==> src/rtl/rtc_bus_master.sv <==
// -----------------------------------------------------------------------------
// rtc_bus_master
//
// Sequencer for the RTC chip's multiplexed 8-bit address/data bus. Each
// accepted request runs one complete register access: an address phase
// (setup / wr_n strobe / hold), a cs_n-high gap, then a data phase that either
// writes wdata or reads the bus into rdata, followed by a one-cycle DONE.
//
// Every output comes straight from a flop. Each output flop is loaded with the
// decode of the state being entered, so it lines up with the state register.
//
// Optional feature (macro RTC_ADDR_CACHE_EN): remembers the address of the
// last completed access. A new request to that same address skips the whole
// address phase and the gap, and goes straight to the data phase.
//
// Ports:
//   clk     in   system clock, rising edge
//   rst_n   in   asynchronous active-low reset
//   start   in   request pulse, only honoured in IDLE
//   rw      in   1 = read, 0 = write (latched with start)
//   addr    in   RTC register address (latched with start)
//   wdata   in   write data (latched with start)
//   ad_in   in   bus value from the inbound tri-state buffer
//   busy    out  high from the cycle after acceptance through DONE
//   done    out  one-cycle completion pulse
//   rdata   out  last read result
//   ad_out  out  value for the outbound tri-state driver
//   ad_oe   out  outbound driver enable
//   ad_sel  out  0 = address phase, 1 = data phase / idle
//   cs_n    out  chip select, active-low
//   rd_n    out  read strobe, active-low
//   wr_n    out  write strobe, active-low
// -----------------------------------------------------------------------------
module rtc_bus_master #(
  parameter int T_SETUP  = 2,
  parameter int T_STROBE = 4,
  parameter int T_HOLD   = 2,
  parameter int T_GAP    = 4
) (
  input  logic       clk,
  input  logic       rst_n,
  input  logic       start,
  input  logic       rw,
  input  logic [7:0] addr,
  input  logic [7:0] wdata,
  input  logic [7:0] ad_in,
  output logic       busy,
  output logic       done,
  output logic [7:0] rdata,
  output logic [7:0] ad_out,
  output logic       ad_oe,
  output logic       ad_sel,
  output logic       cs_n,
  output logic       rd_n,
  output logic       wr_n
);

  localparam int MAX_SS = (T_SETUP > T_STROBE) ? T_SETUP : T_STROBE;
  localparam int MAX_HG = (T_HOLD > T_GAP) ? T_HOLD : T_GAP;
  localparam int MAX_T  = (MAX_SS > MAX_HG) ? MAX_SS : MAX_HG;
  localparam int CNT_W  = $clog2(MAX_T + 1);

  typedef enum logic [3:0] {
    S_IDLE,
    S_A_SETUP,
    S_A_STROBE,
    S_A_HOLD,
    S_GAP,
    S_D_SETUP,
    S_D_STROBE,
    S_D_HOLD,
    S_DONE
  } state_t;

  state_t           state_q, state_d;
  logic [CNT_W-1:0] cnt_q, cnt_d;
  logic             rw_q, rw_d;
  logic [7:0]       addr_q, addr_d;
  logic [7:0]       wdata_q, wdata_d;
  logic [7:0]       rdata_q, rdata_d;

  logic             busy_q, busy_d;
  logic             done_q, done_d;
  logic [7:0]       ad_out_q, ad_out_d;
  logic             ad_oe_q, ad_oe_d;
  logic             ad_sel_q, ad_sel_d;
  logic             cs_n_q, cs_n_d;
  logic             rd_n_q, rd_n_d;
  logic             wr_n_q, wr_n_d;

  logic             addr_hit;

  // Counter reload value: a state lasting N cycles leaves when the count hits 0.
  function automatic logic [CNT_W-1:0] load_cnt(input state_t s);
    case (s)
      S_A_SETUP, S_D_SETUP:   return CNT_W'(T_SETUP - 1);
      S_A_STROBE, S_D_STROBE: return CNT_W'(T_STROBE - 1);
      S_A_HOLD, S_D_HOLD:     return CNT_W'(T_HOLD - 1);
      S_GAP:                  return CNT_W'(T_GAP - 1);
      default:                return '0;
    endcase
  endfunction

`ifdef RTC_ADDR_CACHE_EN
  logic       cache_vld_q, cache_vld_d;
  logic [7:0] cache_addr_q, cache_addr_d;

  assign addr_hit = cache_vld_q && (addr == cache_addr_q);

  // The cache takes the address of each access as it completes.
  always_comb begin
    cache_vld_d  = cache_vld_q;
    cache_addr_d = cache_addr_q;
    if (state_q == S_DONE) begin
      cache_vld_d  = 1'b1;
      cache_addr_d = addr_q;
    end
  end

  always_ff @(posedge clk or negedge rst_n) begin
    if (!rst_n) begin
      cache_vld_q  <= 1'b0;
      cache_addr_q <= 8'h00;
    end else begin
      cache_vld_q  <= cache_vld_d;
      cache_addr_q <= cache_addr_d;
    end
  end
`else
  assign addr_hit = 1'b0;
`endif

  // Next state, phase counter, request latch and read capture.
  always_comb begin
    state_d = state_q;
    cnt_d   = cnt_q;
    rw_d    = rw_q;
    addr_d  = addr_q;
    wdata_d = wdata_q;
    rdata_d = rdata_q;

    if (state_q == S_IDLE) begin
      if (start) begin
        rw_d    = rw;
        addr_d  = addr;
        wdata_d = wdata;
        state_d = addr_hit ? S_D_SETUP : S_A_SETUP;
      end
    end else if (cnt_q != '0) begin
      cnt_d = cnt_q - CNT_W'(1);
    end else begin
      case (state_q)
        S_A_SETUP:  state_d = S_A_STROBE;
        S_A_STROBE: state_d = S_A_HOLD;
        S_A_HOLD:   state_d = S_GAP;
        S_GAP:      state_d = S_D_SETUP;
        S_D_SETUP:  state_d = S_D_STROBE;
        S_D_STROBE: state_d = S_D_HOLD;
        S_D_HOLD:   state_d = S_DONE;
        default:    state_d = S_IDLE;
      endcase
    end

    if (state_d != state_q) begin
      cnt_d = load_cnt(state_d);
    end

    // Sample the bus on the edge that closes the final read-strobe cycle.
    if ((state_q == S_D_STROBE) && (cnt_q == '0) && rw_q) begin
      rdata_d = ad_in;
    end
  end

  // Output decode of the state being entered; registered below.
  always_comb begin
    busy_d   = (state_d != S_IDLE);
    done_d   = (state_d == S_DONE);
    cs_n_d   = 1'b1;
    ad_sel_d = 1'b1;
    ad_oe_d  = 1'b0;
    ad_out_d = 8'h00;
    rd_n_d   = 1'b1;
    wr_n_d   = 1'b1;

    case (state_d)
      S_A_SETUP, S_A_HOLD: begin
        cs_n_d   = 1'b0;
        ad_sel_d = 1'b0;
        ad_oe_d  = 1'b1;
        ad_out_d = addr_d;
      end
      S_A_STROBE: begin
        cs_n_d   = 1'b0;
        ad_sel_d = 1'b0;
        ad_oe_d  = 1'b1;
        ad_out_d = addr_d;
        wr_n_d   = 1'b0;
      end
      S_D_SETUP, S_D_HOLD: begin
        cs_n_d = 1'b0;
        if (!rw_d) begin
          ad_oe_d  = 1'b1;
          ad_out_d = wdata_d;
        end
      end
      S_D_STROBE: begin
        cs_n_d = 1'b0;
        // A read keeps the outbound driver off so the RTC can drive the bus.
        if (rw_d) begin
          rd_n_d = 1'b0;
        end else begin
          ad_oe_d  = 1'b1;
          ad_out_d = wdata_d;
          wr_n_d   = 1'b0;
        end
      end
      default: ;
    endcase
  end

  always_ff @(posedge clk or negedge rst_n) begin
    if (!rst_n) begin
      state_q  <= S_IDLE;
      cnt_q    <= '0;
      rw_q     <= 1'b0;
      addr_q   <= 8'h00;
      wdata_q  <= 8'h00;
      rdata_q  <= 8'h00;
      busy_q   <= 1'b0;
      done_q   <= 1'b0;
      ad_out_q <= 8'h00;
      ad_oe_q  <= 1'b0;
      ad_sel_q <= 1'b1;
      cs_n_q   <= 1'b1;
      rd_n_q   <= 1'b1;
      wr_n_q   <= 1'b1;
    end else begin
      state_q  <= state_d;
      cnt_q    <= cnt_d;
      rw_q     <= rw_d;
      addr_q   <= addr_d;
      wdata_q  <= wdata_d;
      rdata_q  <= rdata_d;
      busy_q   <= busy_d;
      done_q   <= done_d;
      ad_out_q <= ad_out_d;
      ad_oe_q  <= ad_oe_d;
      ad_sel_q <= ad_sel_d;
      cs_n_q   <= cs_n_d;
      rd_n_q   <= rd_n_d;
      wr_n_q   <= wr_n_d;
    end
  end

  assign busy   = busy_q;
  assign done   = done_q;
  assign rdata  = rdata_q;
  assign ad_out = ad_out_q;
  assign ad_oe  = ad_oe_q;
  assign ad_sel = ad_sel_q;
  assign cs_n   = cs_n_q;
  assign rd_n   = rd_n_q;
  assign wr_n   = wr_n_q;

endmodule
==> config.mk <==
export PLATFORM = sky130hd
export DESIGN_NAME = rtc_bus_master
export DESIGN_NICKNAME = d
export VERILOG_FILES = /design/src/rtl/rtc_bus_master.sv
export SDC_FILE = /design/constraint.sdc
export NUM_CORES = 1
export LEC_CHECK = 0
export BUFFER_PORTS_ARGS = -buffer_cell sky130_fd_sc_hd__buf_4
export CAP_MARGIN = 20
export CORE_AREA = 2 2 82 65
export DETAILED_ROUTE_END_ITERATION = 8
export DIE_AREA = 0 0 84 67
export PLACE_DENSITY_LB_ADDON = 0.1
export SYNTH_ARGS = -nofsm -noshare
export SYNTH_HDL_FRONTEND = slang
export SYNTH_SLANG_ARGS = --single-unit
==> constraint.sdc <==
create_clock -name clk -period 2.9 [get_ports clk]
set_input_delay 0.145 -clock clk [delete_from_list [all_inputs] [get_ports clk]]
set_output_delay 0.145 -clock clk [all_outputs]
set_load 0.02 [all_outputs]
* Word level (Yosys, flattened, before mapping)
Cells that the tools add are included.
** Cells by class
- Add/subtract/negate cells :: 1
- Equal/unequal tests :: 17
- Muxes and demuxes :: 23
- Reductions and logical operators :: 13
** Operators by type and width (number)
- two-way mux 8 bit :: 5
- equality test 4 x 3 -> 1 bit, second input constant :: 8
- one-hot mux 4 bit (7 select lines) :: 1
- equality test 4 x 2 -> 1 bit, second input constant :: 4
- one-hot mux 8 bit (2 select lines) :: 1
- two-way mux 4 bit :: 3
- two-way mux 3 bit :: 3
- OR reduction 3 bit :: 3
- equality test 4 x 1 -> 1 bit, second input constant :: 2
- two-way mux 1 bit :: 7
- OR reduction 6 bit :: 1
- equality test 4 bit, second input constant :: 1
- zero test 4 bit :: 1
- inequality test 4 bit :: 1
- one-hot mux 1 bit (2 select lines) :: 2
- one-hot mux 2 bit (2 select lines) :: 1
- nonzero test 4 bit :: 1
- OR reduction 4 bit :: 1
- zero test 3 bit :: 1
- nonzero test 3 bit :: 1
- subtractor 3 x 1 -> 3 bit, second input constant :: 1
- logical AND 1 bit :: 2
- inequality test 2 x 1 -> 1 bit, second input constant :: 1
- AND reduction 2 bit :: 1
- nonzero test 2 bit :: 1
** Word-level totals
- Register bits :: 47

* Longest topological paths before layout
- Depth after elaboration :: 8
- Gate-level depth with buffers :: 8
- Depth with buffers taken out :: 7

* Worst setup path before layout
OpenSTA, ideal clock, no wires.
- Path kind :: register to register
- Start point :: register cnt_q[0]
- End point :: register rdata_q[0] (netlist: rdata[0])
- Arrival :: 1.938 ns
- Path slack :: 0.837 ns
- Cell stages (with the launch flop) :: 8
- Path buffers :: 1
- Period minus slack after synthesis :: 2.063 ns
- Cells stage by stage :: dfrtp_1 inv_1 ha_1 ha_1 clkbuf_1 nand2_1 nor4_2 mux2_2
** Between the ends
- Longest elaborated chain between the ends :: 3
** RTL lines
- from (decl) :: RTL line 76 : logic [CNT_W-1:0] cnt_q, cnt_d;
- from (signal assigned) :: RTL line 239 : cnt_q <= cnt_d;
- zero test 3 bit :: RTL line 169 : if ((state_q == S_D_STROBE) && (cnt_q == '0) && rw_q) begin
- logical AND 1 bit (2 in a row) :: RTL line 169
- to (signal assigned) :: RTL line 243 : rdata_q <= rdata_d;
- to (decl) :: RTL line 80 : logic [7:0] rdata_q, rdata_d;
Every way passes these cells.
A chain may end at the register's enable or synchronous reset.

* Worst setup path in the final report
- Start point :: register cnt_q[0]
- End point :: register ad_out_q[6] (netlist: ad_out[6])
** Between the ends
- Longest elaborated chain between the ends :: 6
- Elaborated cells between the ends (all ways) :: 12
- Classes of those cells :: eq/ne: 6; mux: 3; reduce/logical: 3
** RTL lines
- nonzero test 3 bit * :: RTL line 149 : end else if (cnt_q != '0) begin
- two-way mux 4 bit * :: RTL line 149
- two-way mux 4 bit * :: RTL line 142 : if (state_q == S_IDLE) begin
- equality test 4 x 3 -> 1 bit, or another cell as far along :: RTL line 185 : case (state_d)
- OR reduction 3 bit (no line)
- one-hot mux 8 bit (2 select lines) * :: RTL line 185
- net ad_out_d[6] :: RTL line 84 : logic [7:0] ad_out_q, ad_out_d;
- to (signal assigned) :: RTL line 246 : ad_out_q <= ad_out_d;
- to (decl) :: RTL line 84
The timed path passes the listed nets; every way through them passes the cells marked *.

==> impl_results.md <==
* Outcome: finished clean
* Die H at 67 um
* Share of post-route cells with drive strength above 1 at 0.345
* Vias/cell at 5.11
* Final period utilization at 0.735
* WL final at 4.18 mm
* CP Class: reg -> reg
* Wirelength per Cell at 14.5 um
* Vias at 1,476
* Synth cell types at 36
* Worst Path Max Fanout at 18
* Worst Hold Class: in -> reg
* Slew Viols, Final at 0
* WP data arrival at 2.28 ns
* Skew-Pair Late Insertion Delay at 0.29 ns
* Area Growth Syn to Fin at 24.1%
* WP data required at 3.05 ns
* Synth warn at 0
* Syn_nets at 210
* Simple-gate portion of the synthesized area at 0.0954
* Num CTS Buffers at 5
* Fin nets at 258
* Final core occ at 0.547
* Fillcell total at 432
* Row Count at 22
* Die Span X at 84 um
* Largest net degree at the start of global routing at 48
* Synth top area share at 0.513
* CP max stage delay at 0.81 ns
* Clock Tree Root: clkbuf_8
* Gr ovfl total at 0
* Port Buffers at 50
* Ports at 51
* Ys async rst share at 1.00
* Synth area leader: dfrtp_1
* Vias in the first global route at 1,501
* Core area at 4760 um^2
* Top post-synthesis cells by count: dfrtp_1 (43), a21oi_1 (14), inv_1 (14)
* Placed Instances at 280
* Seq cells post-synth at 47
* Primary FF master, synth: dfrtp_1
* Total negative slack at 0 ns
* Ant diodes at 0
* Leak at 0.00120 uW
* Final ANT Viol Nets at 0
* Area fraction in compound gates after synthesis at 0.134
* Combinational family with the most area after synthesis: multiplexers
* Clk pin slew, worst setup/hold paths at 0.08 ns
* PostCTS Resize Cnt at 0
* Crit start category: flip-flop
* Clock skew at 0.00437 ns
* CTS tree: built
* Final hold vios at 0
* Buffer depth of the longest clock path at 2
* Number of synthesized flops with an enable pin at 0
* Critical path, cell by cell: inv_1 > ha_1 > ha_1 > o311ai_1 > o22ai_1
* Post-synthesis xor/xnor area fraction at 0
* Starting Density at 0.441
* DRT iter0 DRCs at 66
* Cell with the most instances after synthesis: dfrtp_1
* Final setup viols at 0
* Initial antenna violation count at 0
* Relative slew slack at 0.393
* FMAX at 469 MHz
* DR pass1 iterations at 4
* CTS sink cnt at 47
* Worst reg2reg setup slack at 0.77 ns
* Synth area leaders: dfrtp_1 (51%), mux2_2 (5.4%), dfstp_2 (5.0%), mux2i_1 (4.3%), mux2_1 (4.3%)
* Synth Area in Adders at 0.0119
* Post-layout min period at 2.13 ns
* Peak VDD IR at 0.000423 V
* Remaining DRCs at 0
* Pwr dens at 1000 nW/um^2
* Slowest CP cell: o311ai_1
* Cell Area, Synth at 2100 um^2
* Worst slew pin tran at 0.896 ns
* Cells after Synth at 180
* Total GRT Usage at 0.170
* Full die area at 5630 um^2
* Critical path endpoint category: flip-flop
* First-pass GRT wire length at 7.38 mm
* Hold_ws at 0.0796 ns
* DP HPWL at 3.03 mm
* Global placer's final weighted congestion at 0.759
* RSZ-0062 raised after global routing: false
* Synthesized area per cell at 11.7 um^2
* Max_cap viols at 0
* Mux cell area share after synthesis at 0.139
* Most used cell along the critical path: ha_1
* Sequential share of the synthesized area at 0.563
* H-tree depth at 2
* Count of non-filler cells in the finished layout at 289
-- what timing repair did --
action                    in CTS  in global routing
setup buffers                  0                  0
hold buffers                   1                  0
hold endpoints to repair      43                  0
-- cell usage in the layout (no fill, tap or decap), drive strengths merged, types with 3 or more instances in the layout --
cell type / n
a31oi: 9
dfstp: 4
o22ai: 10
clkbuf: 6
o31ai: 4
a21oi: 14
mux2i: 9
nand2b: 10
o311ai: 3
dfrtp: 43
o21ai: 4
nand2: 6
buf: 53
nor3: 3
mux2: 18
inv: 14
-- stage by stage --
step	area [um^2]	power (uW)	setup slack, ns
2_1_floorplan	2100	1890	0.837
3_3_place_gp	2510	2210	0.835
3_5_place_dp	2510	2260	0.759
4_1_cts	2610	2640	0.764
5_1_grt	2610	2840	0.565
6_report	2610	2620	0.769
-- path summary, 6_finish.rpt --
path                                  end  cells past startpoint       from
worst max-delay path            ad_out[6]                      5   cnt_q[0]
worst min-delay path             rdata[3]                      2   ad_in[3]
worst max register to register  ad_out[6]                      5   cnt_q[0]
worst min register to register  addr_q[0]                      2  addr_q[0]
max in group asynchronous          ad_sel                      2      rst_n
min in group asynchronous        cnt_q[1]                      2      rst_n
-- final cells by class --
type	instances	area [um^2]	area share
clock buffers	6	72.6	0.0279
clock inverters	2	12.5	0.00480
inverters	15	56.3	0.0216
multi-input cells	105	800	0.307
flip-flops and latches	47	1180	0.453
well taps	60	75.1	0.0288
repair buffers	54	408	0.157
-- logic make-up after synthesis --
group                      after synthesis
muxes                                   27
adders and majority gates                2
buffers and inverters                   28
AOI/OAI and AO/OA                       45
DFF                                     47
and+or+nand+nor                         31
-- sequential cells by signal, indices dropped and copies added (netlist names) --
signal and flops:
rw_q 1, cnt_q 3, ad_out 8, addr_q 8, wr_n 1, ad_oe 1
ad_sel 1, rd_n 1, busy 1, cs_n 1, done 1, wdata_q 8
rdata 8, state_q 4
-- routing by layer --
metal	GRT usage	wire length (um)
met5	0	0
met4	0.0423	43
met3	0.0471	215
met2	0.259	1820
met1	0.240	2100
-- where the power goes --
group | internal [uW] | total, uW | switching (uW)
combinational | 510 | 1090 | 576
clock | 169 | 375 | 207
sequential | 946 | 1150 | 209
-- worst max-delay path: cells and delay by family (launching register included) --
| kind | cells | cell delay, ns |
|---|---|---|
| compound gates | 2 | 1.00 |
| fa+ha+maj | 2 | 0.56 |
| buf+inv | 1 | 0.06 |
| flops | 1 | 0.36 |
Power figures use the tool's default switching activity.
